File: config.mk
export PLATFORM = sky130hd
export DESIGN_NAME = cond_flag_unit_flat
export DESIGN_NICKNAME = d
export VERILOG_FILES = /design/src/rtl/cond_flag_if.sv /design/src/rtl/cond_flag_unit.sv /design/src/flat_wrapper.sv
export SDC_FILE = /design/constraint.sdc
export NUM_CORES = 1
export LEC_CHECK = 0
export ABC_AREA = 1
export CAP_MARGIN = 20
export CELL_PAD_IN_SITES_DETAIL_PLACEMENT = 0
export CELL_PAD_IN_SITES_GLOBAL_PLACEMENT = 1
export CORE_ASPECT_RATIO = 1.2
export CORE_UTILIZATION = 22
export DETAILED_ROUTE_END_ITERATION = 12
export PLACE_DENSITY_LB_ADDON = 0.1
export SLEW_MARGIN = 20
export SYNTH_ARGS = -nofsm -noshare
export SYNTH_HDL_FRONTEND = slang
export SYNTH_SLANG_ARGS = --single-unit
File: constraint.sdc
create_clock -name clk -period 1.5 [get_ports clk]
set_input_delay 0.45 -clock clk [delete_from_list [all_inputs] [get_ports clk]]
set_output_delay 0.45 -clock clk [all_outputs]
set_load 0.05 [all_outputs]
File: src/rtl/cond_flag_if.sv
// Execute-stage flag/branch bundle between the pipeline control and cond_flag_unit.
// master drives the adder flags and B.cond request; slave returns NZCV and the registered branch decision.
interface cond_flag_if;
    logic       alu_negative;
    logic       alu_zero;
    logic       alu_carry;
    logic       alu_overflow;
    logic       ex_valid;
    logic       set_flags;
    logic       stall;
    logic       flush;
    logic       cond_valid;
    logic [3:0] cond_code;
    logic [3:0] flags_q;
    logic       br_valid;
    logic       br_taken;
    logic       br_fwd;

    modport master (
        output alu_negative, alu_zero, alu_carry, alu_overflow,
        output ex_valid, set_flags, stall, flush, cond_valid, cond_code,
        input  flags_q, br_valid, br_taken, br_fwd
    );

    modport slave (
        input  alu_negative, alu_zero, alu_carry, alu_overflow,
        input  ex_valid, set_flags, stall, flush, cond_valid, cond_code,
        output flags_q, br_valid, br_taken, br_fwd
    );
endinterface

File: src/rtl/cond_flag_unit.sv
// NZCV register and B.cond evaluator for the EX stage, with same-cycle forwarding
// of ADDS/SUBS flags and a registered branch decision.
module cond_flag_unit (
    input  logic       clk,
    input  logic       reset,
    cond_flag_if.slave bus
);
    // Request/response: cond_valid is a one-shot request consumed on any edge without
    // stall or flush (no ready); br_valid is a one-cycle pulse carrying that decision.

    logic [3:0] flags_q, flags_d;
    logic       br_valid_q, br_valid_d;
    logic       br_taken_q, br_taken_d;
    logic       br_fwd_q, br_fwd_d;

    logic [3:0] ex_flags;
    logic [3:0] eval_flags;
    logic       fwd_en;
    logic       update_en;
    logic       accept;
    logic       base_true;
    logic       cond_true;
    logic       n, z, c, v;

    always_comb begin
        ex_flags   = {bus.alu_negative, bus.alu_zero, bus.alu_carry, bus.alu_overflow};
        fwd_en     = bus.ex_valid & bus.set_flags & ~bus.flush;
        update_en  = fwd_en & ~bus.stall;
        accept     = bus.cond_valid & ~bus.stall & ~bus.flush;
        eval_flags = fwd_en ? ex_flags : flags_q;
        {n, z, c, v} = eval_flags;

        // Odd codes are the complement of the even code below them, except AL/NV.
        base_true = 1'b1;
        case (bus.cond_code[3:1])
            3'b000:  base_true = z;
            3'b001:  base_true = c;
            3'b010:  base_true = n;
            3'b011:  base_true = v;
            3'b100:  base_true = c & ~z;
            3'b101:  base_true = (n == v);
            3'b110:  base_true = ~z & (n == v);
            default: base_true = 1'b1;
        endcase
        cond_true = (bus.cond_code[3:1] == 3'b111) ? 1'b1 : (base_true ^ bus.cond_code[0]);
    end

    always_comb begin
        flags_d    = flags_q;
        br_valid_d = br_valid_q;
        br_taken_d = br_taken_q;
        br_fwd_d   = br_fwd_q;
        if (bus.flush) begin
            br_valid_d = 1'b0;
            br_taken_d = 1'b0;
            br_fwd_d   = 1'b0;
        end else if (!bus.stall) begin
            if (update_en) begin
                flags_d = ex_flags;
            end
            br_valid_d = accept;
            br_taken_d = accept & cond_true;
            br_fwd_d   = accept & fwd_en;
        end
    end

    always_ff @(posedge clk) begin
        if (reset) begin
            flags_q    <= 4'b0000;
            br_valid_q <= 1'b0;
            br_taken_q <= 1'b0;
            br_fwd_q   <= 1'b0;
        end else begin
            flags_q    <= flags_d;
            br_valid_q <= br_valid_d;
            br_taken_q <= br_taken_d;
            br_fwd_q   <= br_fwd_d;
        end
    end

    assign bus.flags_q  = flags_q;
    assign bus.br_valid = br_valid_q;
    assign bus.br_taken = br_taken_q;
    assign bus.br_fwd   = br_fwd_q;
endmodule

File: src/flat_wrapper.sv
// flat-port wrapper written by rule: the top's interface ports become plain ports
module cond_flag_unit_flat 
  (clk, reset, bus_alu_negative, bus_alu_zero, bus_alu_carry, bus_alu_overflow, bus_ex_valid, bus_set_flags, bus_stall, bus_flush, bus_cond_valid, bus_cond_code, bus_flags_q, bus_br_valid, bus_br_taken, bus_br_fwd);
  cond_flag_if bus_i ();
  input  logic clk;
  input  logic reset;
  input wire logic [$bits(bus_i.alu_negative)-1:0] bus_alu_negative;
  input wire logic [$bits(bus_i.alu_zero)-1:0] bus_alu_zero;
  input wire logic [$bits(bus_i.alu_carry)-1:0] bus_alu_carry;
  input wire logic [$bits(bus_i.alu_overflow)-1:0] bus_alu_overflow;
  input wire logic [$bits(bus_i.ex_valid)-1:0] bus_ex_valid;
  input wire logic [$bits(bus_i.set_flags)-1:0] bus_set_flags;
  input wire logic [$bits(bus_i.stall)-1:0] bus_stall;
  input wire logic [$bits(bus_i.flush)-1:0] bus_flush;
  input wire logic [$bits(bus_i.cond_valid)-1:0] bus_cond_valid;
  input wire logic [$bits(bus_i.cond_code)-1:0] bus_cond_code;
  output wire logic [$bits(bus_i.flags_q)-1:0] bus_flags_q;
  output wire logic [$bits(bus_i.br_valid)-1:0] bus_br_valid;
  output wire logic [$bits(bus_i.br_taken)-1:0] bus_br_taken;
  output wire logic [$bits(bus_i.br_fwd)-1:0] bus_br_fwd;
  assign bus_i.alu_negative = bus_alu_negative;
  assign bus_i.alu_zero = bus_alu_zero;
  assign bus_i.alu_carry = bus_alu_carry;
  assign bus_i.alu_overflow = bus_alu_overflow;
  assign bus_i.ex_valid = bus_ex_valid;
  assign bus_i.set_flags = bus_set_flags;
  assign bus_i.stall = bus_stall;
  assign bus_i.flush = bus_flush;
  assign bus_i.cond_valid = bus_cond_valid;
  assign bus_i.cond_code = bus_cond_code;
  assign bus_flags_q = bus_i.flags_q;
  assign bus_br_valid = bus_i.br_valid;
  assign bus_br_taken = bus_i.br_taken;
  assign bus_br_fwd = bus_i.br_fwd;
  cond_flag_unit u_core (.clk(clk), .reset(reset), .bus(bus_i));
endmodule
==> out/summary.txt, run 1 <==
outcome - complete, no violations
setup_tns - 0 ns
Final Core Density - 44.87%
largest net degree at the start of global routing - 8
crit-path cells - dlygate4sd2_1 > buf_4 > nor2_1 > nand3_1 > nand2_1 > nand2_1 > nand3_1 > nand2_1 > nand2_1 > nand2_1 > a21oi_1
WHS - 0.4918 ns
HP Class - primary input to flip-flop
Seq/Total Area, Yosys - 28.79%
Worst Skew - 0.002779 ns
final WL - 1436 um
GP Congestion - 0.7812
placed cells - 146
Commonest cells post-synth - nand2_1 (40), inv_1 (12), nor2_1 (9)
area leader, netlist - nand2_1
CTS tree - built
drt first pass iters - 4
io pins - 22
nets - 136
core region area - 0.002072 mm2
yosys warns - 0
antenna cells - 0
met3 usage - 3.413%
Finished Cell Area - 929.6 um2
post-synth top area share - 30.85%
clock-pin slew on the worst setup and hold paths - 0.06 ns
CP delay by family, top - simple AND/OR/NAND/NOR gates
area added between synthesis and finish - 91.00%
H-tree Lvls - 1
crit start category - primary input
worst endpoint required time - 1.70 ns
EDFF count, synth - 0
total power - 550.6 uW
Worst setup EP type - flip-flop
kind of critical path - primary input to flip-flop
Max stage delay cell, worst path - dlygate4sd2_1
post-synthesis cell type count - 10
Tcrit/Tclk final - 91.11%
Syn Area/Cell - 5.469 um2
x dimension of the die - 44.94 um
Async SR Flop Fraction - 0%
vias in the first global route - 587
Placement Cell Area - 849.6 um2
ANT nets after route - 0
setup ws final - 0.1334 ns
total number of vias - 625
WL per Instance - 9.573 um
most frequent cell on the critical path - nand2_1
Non-Filler Instances - 150
Pwr per Cell Area - 592.3 mW/mm2
share of cells above drive strength 1 - 26.67%
Critical Path Fanout Max - 4
GRT overflow - 0
Synth Instances - 89
CTS Buf Count - 3
top-count cell post-synth - nand2_1
Fmax achieved - 0.7317 GHz
Root Driver - clkbuf_4
vias per cell - 4.167
Hold Fails Final Rpt - 0
critical path buffer and inverter count - 2
initial antenna violation count - 0
peak supply drop - 452.0 uV
worst slew pin tran - 0.2238 ns
# Post-CTS Setup Buffers - 0
final setup vio count - 0
Max-cap violations - 0
global route hottest layer - met2
Worst slew margin - 85.04%
LEAKAGE - 0.4565 nW
Port Buffers - 21
FF+latch count, synth - 7
die area - 0.002405 mm2
DRT iter0 DRCs - 15
Slew Viols, Final - 0
Sink Count - 7
dpl ws - -0.5819 ns
Worst Path Arrival - 1.57 ns
met1 usage - 18.42%
deepest clock path buffer count - 2
initial core utilization - 23.49%
Period minus WS final - 1.367 ns
CP max stage delay - 0.26 ns
Skew-Pair Late Insertion Delay - 0.26 ns
row cnt - 18
hold buffers post-CTS - 0
M2 GR Usage - 20.53%
first-pass GRT wire length - 2463 um
Post-Syn Area - 486.7 um2
ys flop type - dfxtp_1
HPWL Detailed - 1152 um
Synthesized Nets - 104
# DRC - 0
GRT Total Usage - 14.38%
top cells by area, synth - nand2_1 (31%), dfxtp_1 (29%), inv_1 (9.3%), a21oi_1 (8.2%), nand3_1 (7.2%)
RSZ-0062 raised after global routing - true
die height - 53.53 um
[state kept, by name, indices dropped and copies added (netlist names)]
name                 count
u_core.bus.br_fwd        1
u_core.bus.br_taken      1
u_core.bus.flags_q       4
u_core.bus.br_valid      1
[metal layers]
| layer | vias up | part of all wire (%) |
|---|---|---|
| li1 | 339 | - |
| met1 | 266 | 49 |
| met2 | 16 | 44 |
| met3 | 4 | 4.6 |
| met4 | 0 | 2.9 |
| met5 | - | 0 |
[area by class of cell]
| cell class | count | area [um2] |
|---|---|---|
| Timing Repair Buffer | 27 | 340.3 |
| Inverter | 12 | 45.04 |
| Sequential cell | 7 | 141.4 |
| Clock buffer | 4 | 26.28 |
| Tap cell | 30 | 37.54 |
| Fill cell | 220 | 1142 |
| Multi-Input combinational cell | 70 | 339.1 |
[cells by family (layout without fill, tap and decap cells)]
logic type	after synthesis	after routing	synth area share, %
and+or+nand+nor	59	59	50.64
buffers and inverters	12	43	9.254
AOI/OAI and AO/OA	11	11	11.31
DFF	7	7	28.79
[where the power goes]
part / switching, mW / internal [mW] / total [mW] / leakage, nW
combinational: 0.0839 / 0.0823 / 0.166 / 0.384
clock: 0.0858 / 0.103 / 0.188 / 0.0150
sequential: 0.00539 / 0.191 / 0.196 / 0.0572
[placed cells by master (no fill, tap or decap), drive strengths merged]
cell           netlist  layout
nand2               40      40
buf                  0      16
inv                 12      12
nor2                10      10
a21oi                8       8
nand3                8       8
dfxtp                7       7
clkdlybuf4s50        0       4
clkbuf               0       4
o21ai                3       3
dlymetal6s2s         0       3
dlygate4sd2          0       3
nand4                1       1
clkdlybuf4s15        0       1
[worst register-to-register path, delay by kind of cell, from the launching register on]
family,cells,cell delay [ns]
buffers and inverters,1,0.08
AND/OR/NAND/NOR,11,0.67
AO/OA/AOI/OAI,1,0.13
flip-flops,1,0.34
[final timing paths]
check                           slack, ns             startpoint  cells after the start                     to
worst max-delay path                 0.13       bus_cond_code[2]                     11    u_core.bus.br_taken
worst max register to register       0.20  u_core.bus.flags_q[2]                     13    u_core.bus.br_taken
worst min-delay path                 0.49              bus_flush                      4      u_core.bus.br_fwd
worst min register to register       0.49  u_core.bus.flags_q[3]                      2  u_core.bus.flags_q[3]
[timing repair]
item | in CTS | in global routing
endpoints found under the setup margin | 5 | 1
pin swaps | 1 | 17
resized for setup | 18 | 23
(Power assumes the default switching activity.)
==> inputs of run 2 (changes only) <==
- CAP_MARGIN: 20 -> default
- clock period: 1.5 -> 1.2 ns (I/O delays scaled with it)
==> out/summary.txt, run 2 (synthesis results as in run 1) <==
Worst Min Path Start - bus_flush
Top reg by flops - u_core.bus.flags_q
GP Congestion - 0.7338
Slew Viols, Final - 0
Fmax achieved - 0.7540 GHz
clock power share - 33.0%
CP delay by family, top - simple AND/OR/NAND/NOR gates
R2R Setup Slk - -0.05 ns
GRT Total Usage - 13.98%
die height - 53.53 um
kind of critical path - primary input to flip-flop
peak supply drop - 531.3 uV
crit-path cells - buf_8 > buf_6 > nor2_4 > nand2_2 > nand2_2 > nor2_1 > nor2_1 > nand2_1 > nand2_2 > nand2_1 > nand2_1 > nand2_1 > nand2_1 > nand2_1 > a21oi_2
setup ws final - -0.1262 ns
final setup vio count - 4
worst slew pin tran - 0.1908 ns
io pins - 22
total number of vias - 671
Net Sw Power - 218.4 uW
H-tree Lvls - 1
RSZ-0062 raised after global routing - true
placed cells - 152
area added between synthesis and finish - 103.9%
Pwr per Cell Area - 704.9 mW/mm2
vias in the first global route - 618
DRT iter0 DRCs - 6
clock-pin slew on the worst setup and hold paths - 0.06 ns
total internal power - 481.0 uW
Sink Count - 7
Max stage delay cell, worst path - nor2_4
worst endpoint required time - 1.39 ns
combinational share of power - 32.1%
first-pass GRT wire length - 2449 um
Critical Path Fanout Max - 6
critical path buffer and inverter count - 2
Root Driver - clkbuf_4
LEAKAGE - 0.4813 nW
Worst R2R Start - u_core.bus.flags_q[3]
Tcrit/Tclk final - 110.5%
max reg flops - 4
initial core utilization - 23.49%
dpl ws - -0.8314 ns
failing checks - setup timing
deepest clock path buffer count - 2
Skew-Pair Late Insertion Delay - 0.26 ns
highest-count cells in the layout ignoring fill and taps - nand2_1 (32), inv_1 (11), buf_4 (10), nor2_1 (8)
CTS tree - built
# DRC - 0
Worst Path Arrival - 1.52 ns
WL per Instance - 9.443 um
antenna cells - 0
largest net degree at the start of global routing - 8
final WL - 1492 um
Switching Fraction - 31.22%
sequential power share - 34.9%
row cnt - 18
CTS Buf Count - 3
Max-cap violations - 0
nets - 144
die area - 0.002405 mm2
CP max stage delay - 0.18 ns
ANT nets after route - 0
share of cells above drive strength 1 - 35.16%
Port Buffers - 21
crit path from - bus_flush
outcome - complete, but fails checks
x dimension of the die - 44.94 um
Non-Filler Instances - 158
GRT overflow - 0
drt first pass iters - 2
HPWL Detailed - 1200 um
WHS - 0.3771 ns
core region area - 0.002072 mm2
Worst slew margin - 87.15%
Worst setup EP type - flip-flop
HP Class - primary input to flip-flop
Period minus WS final - 1.326 ns
initial antenna violation count - 0
crit start category - primary input
Worst Skew - 0.006173 ns
most common cell after layout, fill and taps aside - nand2_1
Hold Fails Final Rpt - 0
vias per cell - 4.247
most frequent cell on the critical path - nand2_1
run 2: cell count changes in the layout (fill, tap and decap cells not counted), sizes merged:
cell and delta:
dlymetal6s2s -3, clkdlybuf4s15 -1, buf +8, clkdlybuf4s50 +1
dlygate4sd2 +3
run 2: tightest hold or removal path: cells and delay by family:
| kind | cells | cell delay (ns) |
|---|---|---|
| AND/OR/NAND/NOR | 2 | 0.10 |
| buffers and inverters | 1 | 0.08 |
| AO/OA/AOI/OAI | 1 | 0.05 |
run 2: layer usage:
metal  GRT usage (%)  vias to the layer above  part of all wire, %
met5               0                        -                    0
met4           7.576                        0                  2.0
met3           3.072                        5                  3.9
met2           23.19                       16                   48
met1           16.43                      294                   46
li1                -                      356                    -
run 2: timing repair:
item	in CTS	in global routing
setup buffers	1	2
hold buffers	0	0
pin swaps	6	5
setup endpoints to repair	10	9
resized for setup	27	14
run 2: metrics by stage:
step                area (um2)  utilization [%]  power [mW]  TNS [ns]
global route             992.2            47.89      0.7469   -0.6349
global placement         899.6            43.42      0.4584    -3.494
detailed placement       899.6            43.42      0.4595    -3.645
CTS                      947.2            45.71      0.6927   -0.1660
floorplan                491.7                -      0.3351   -0.1196
finish                   992.2            47.89      0.6994   -0.2131
run 2: final cells by class:
cell class | count | area (um2)
Fill cell | 232 | 1080
Timing Repair Buffer | 35 | 400.4
Multi-Input combinational cell | 70 | 337.8
Sequential cell | 7 | 145.1
Inverter | 12 | 45.04
Tap cell | 30 | 37.54
Clock buffer | 4 | 26.28
run 2: final timing paths:
path              cells past startpoint                     to
setup / recovery                     15    u_core.bus.br_taken
hold / removal                        4      u_core.bus.br_fwd
setup reg to reg                     13    u_core.bus.br_taken
hold reg to reg                       2  u_core.bus.flags_q[2]
run 2: power by group through the flow:
| stage | Sequential, mW | Clock [mW] | Combinational, mW |
|---|---|---|---|
| finish | 0.244 | 0.231 | 0.225 |
| global route | 0.244 | 0.255 | 0.248 |
| CTS | 0.244 | 0.237 | 0.212 |
| detailed placement | 0.248 | 0 | 0.211 |
| global placement | 0.248 | 0 | 0.210 |
| floorplan | 0.267 | 0 | 0.0679 |
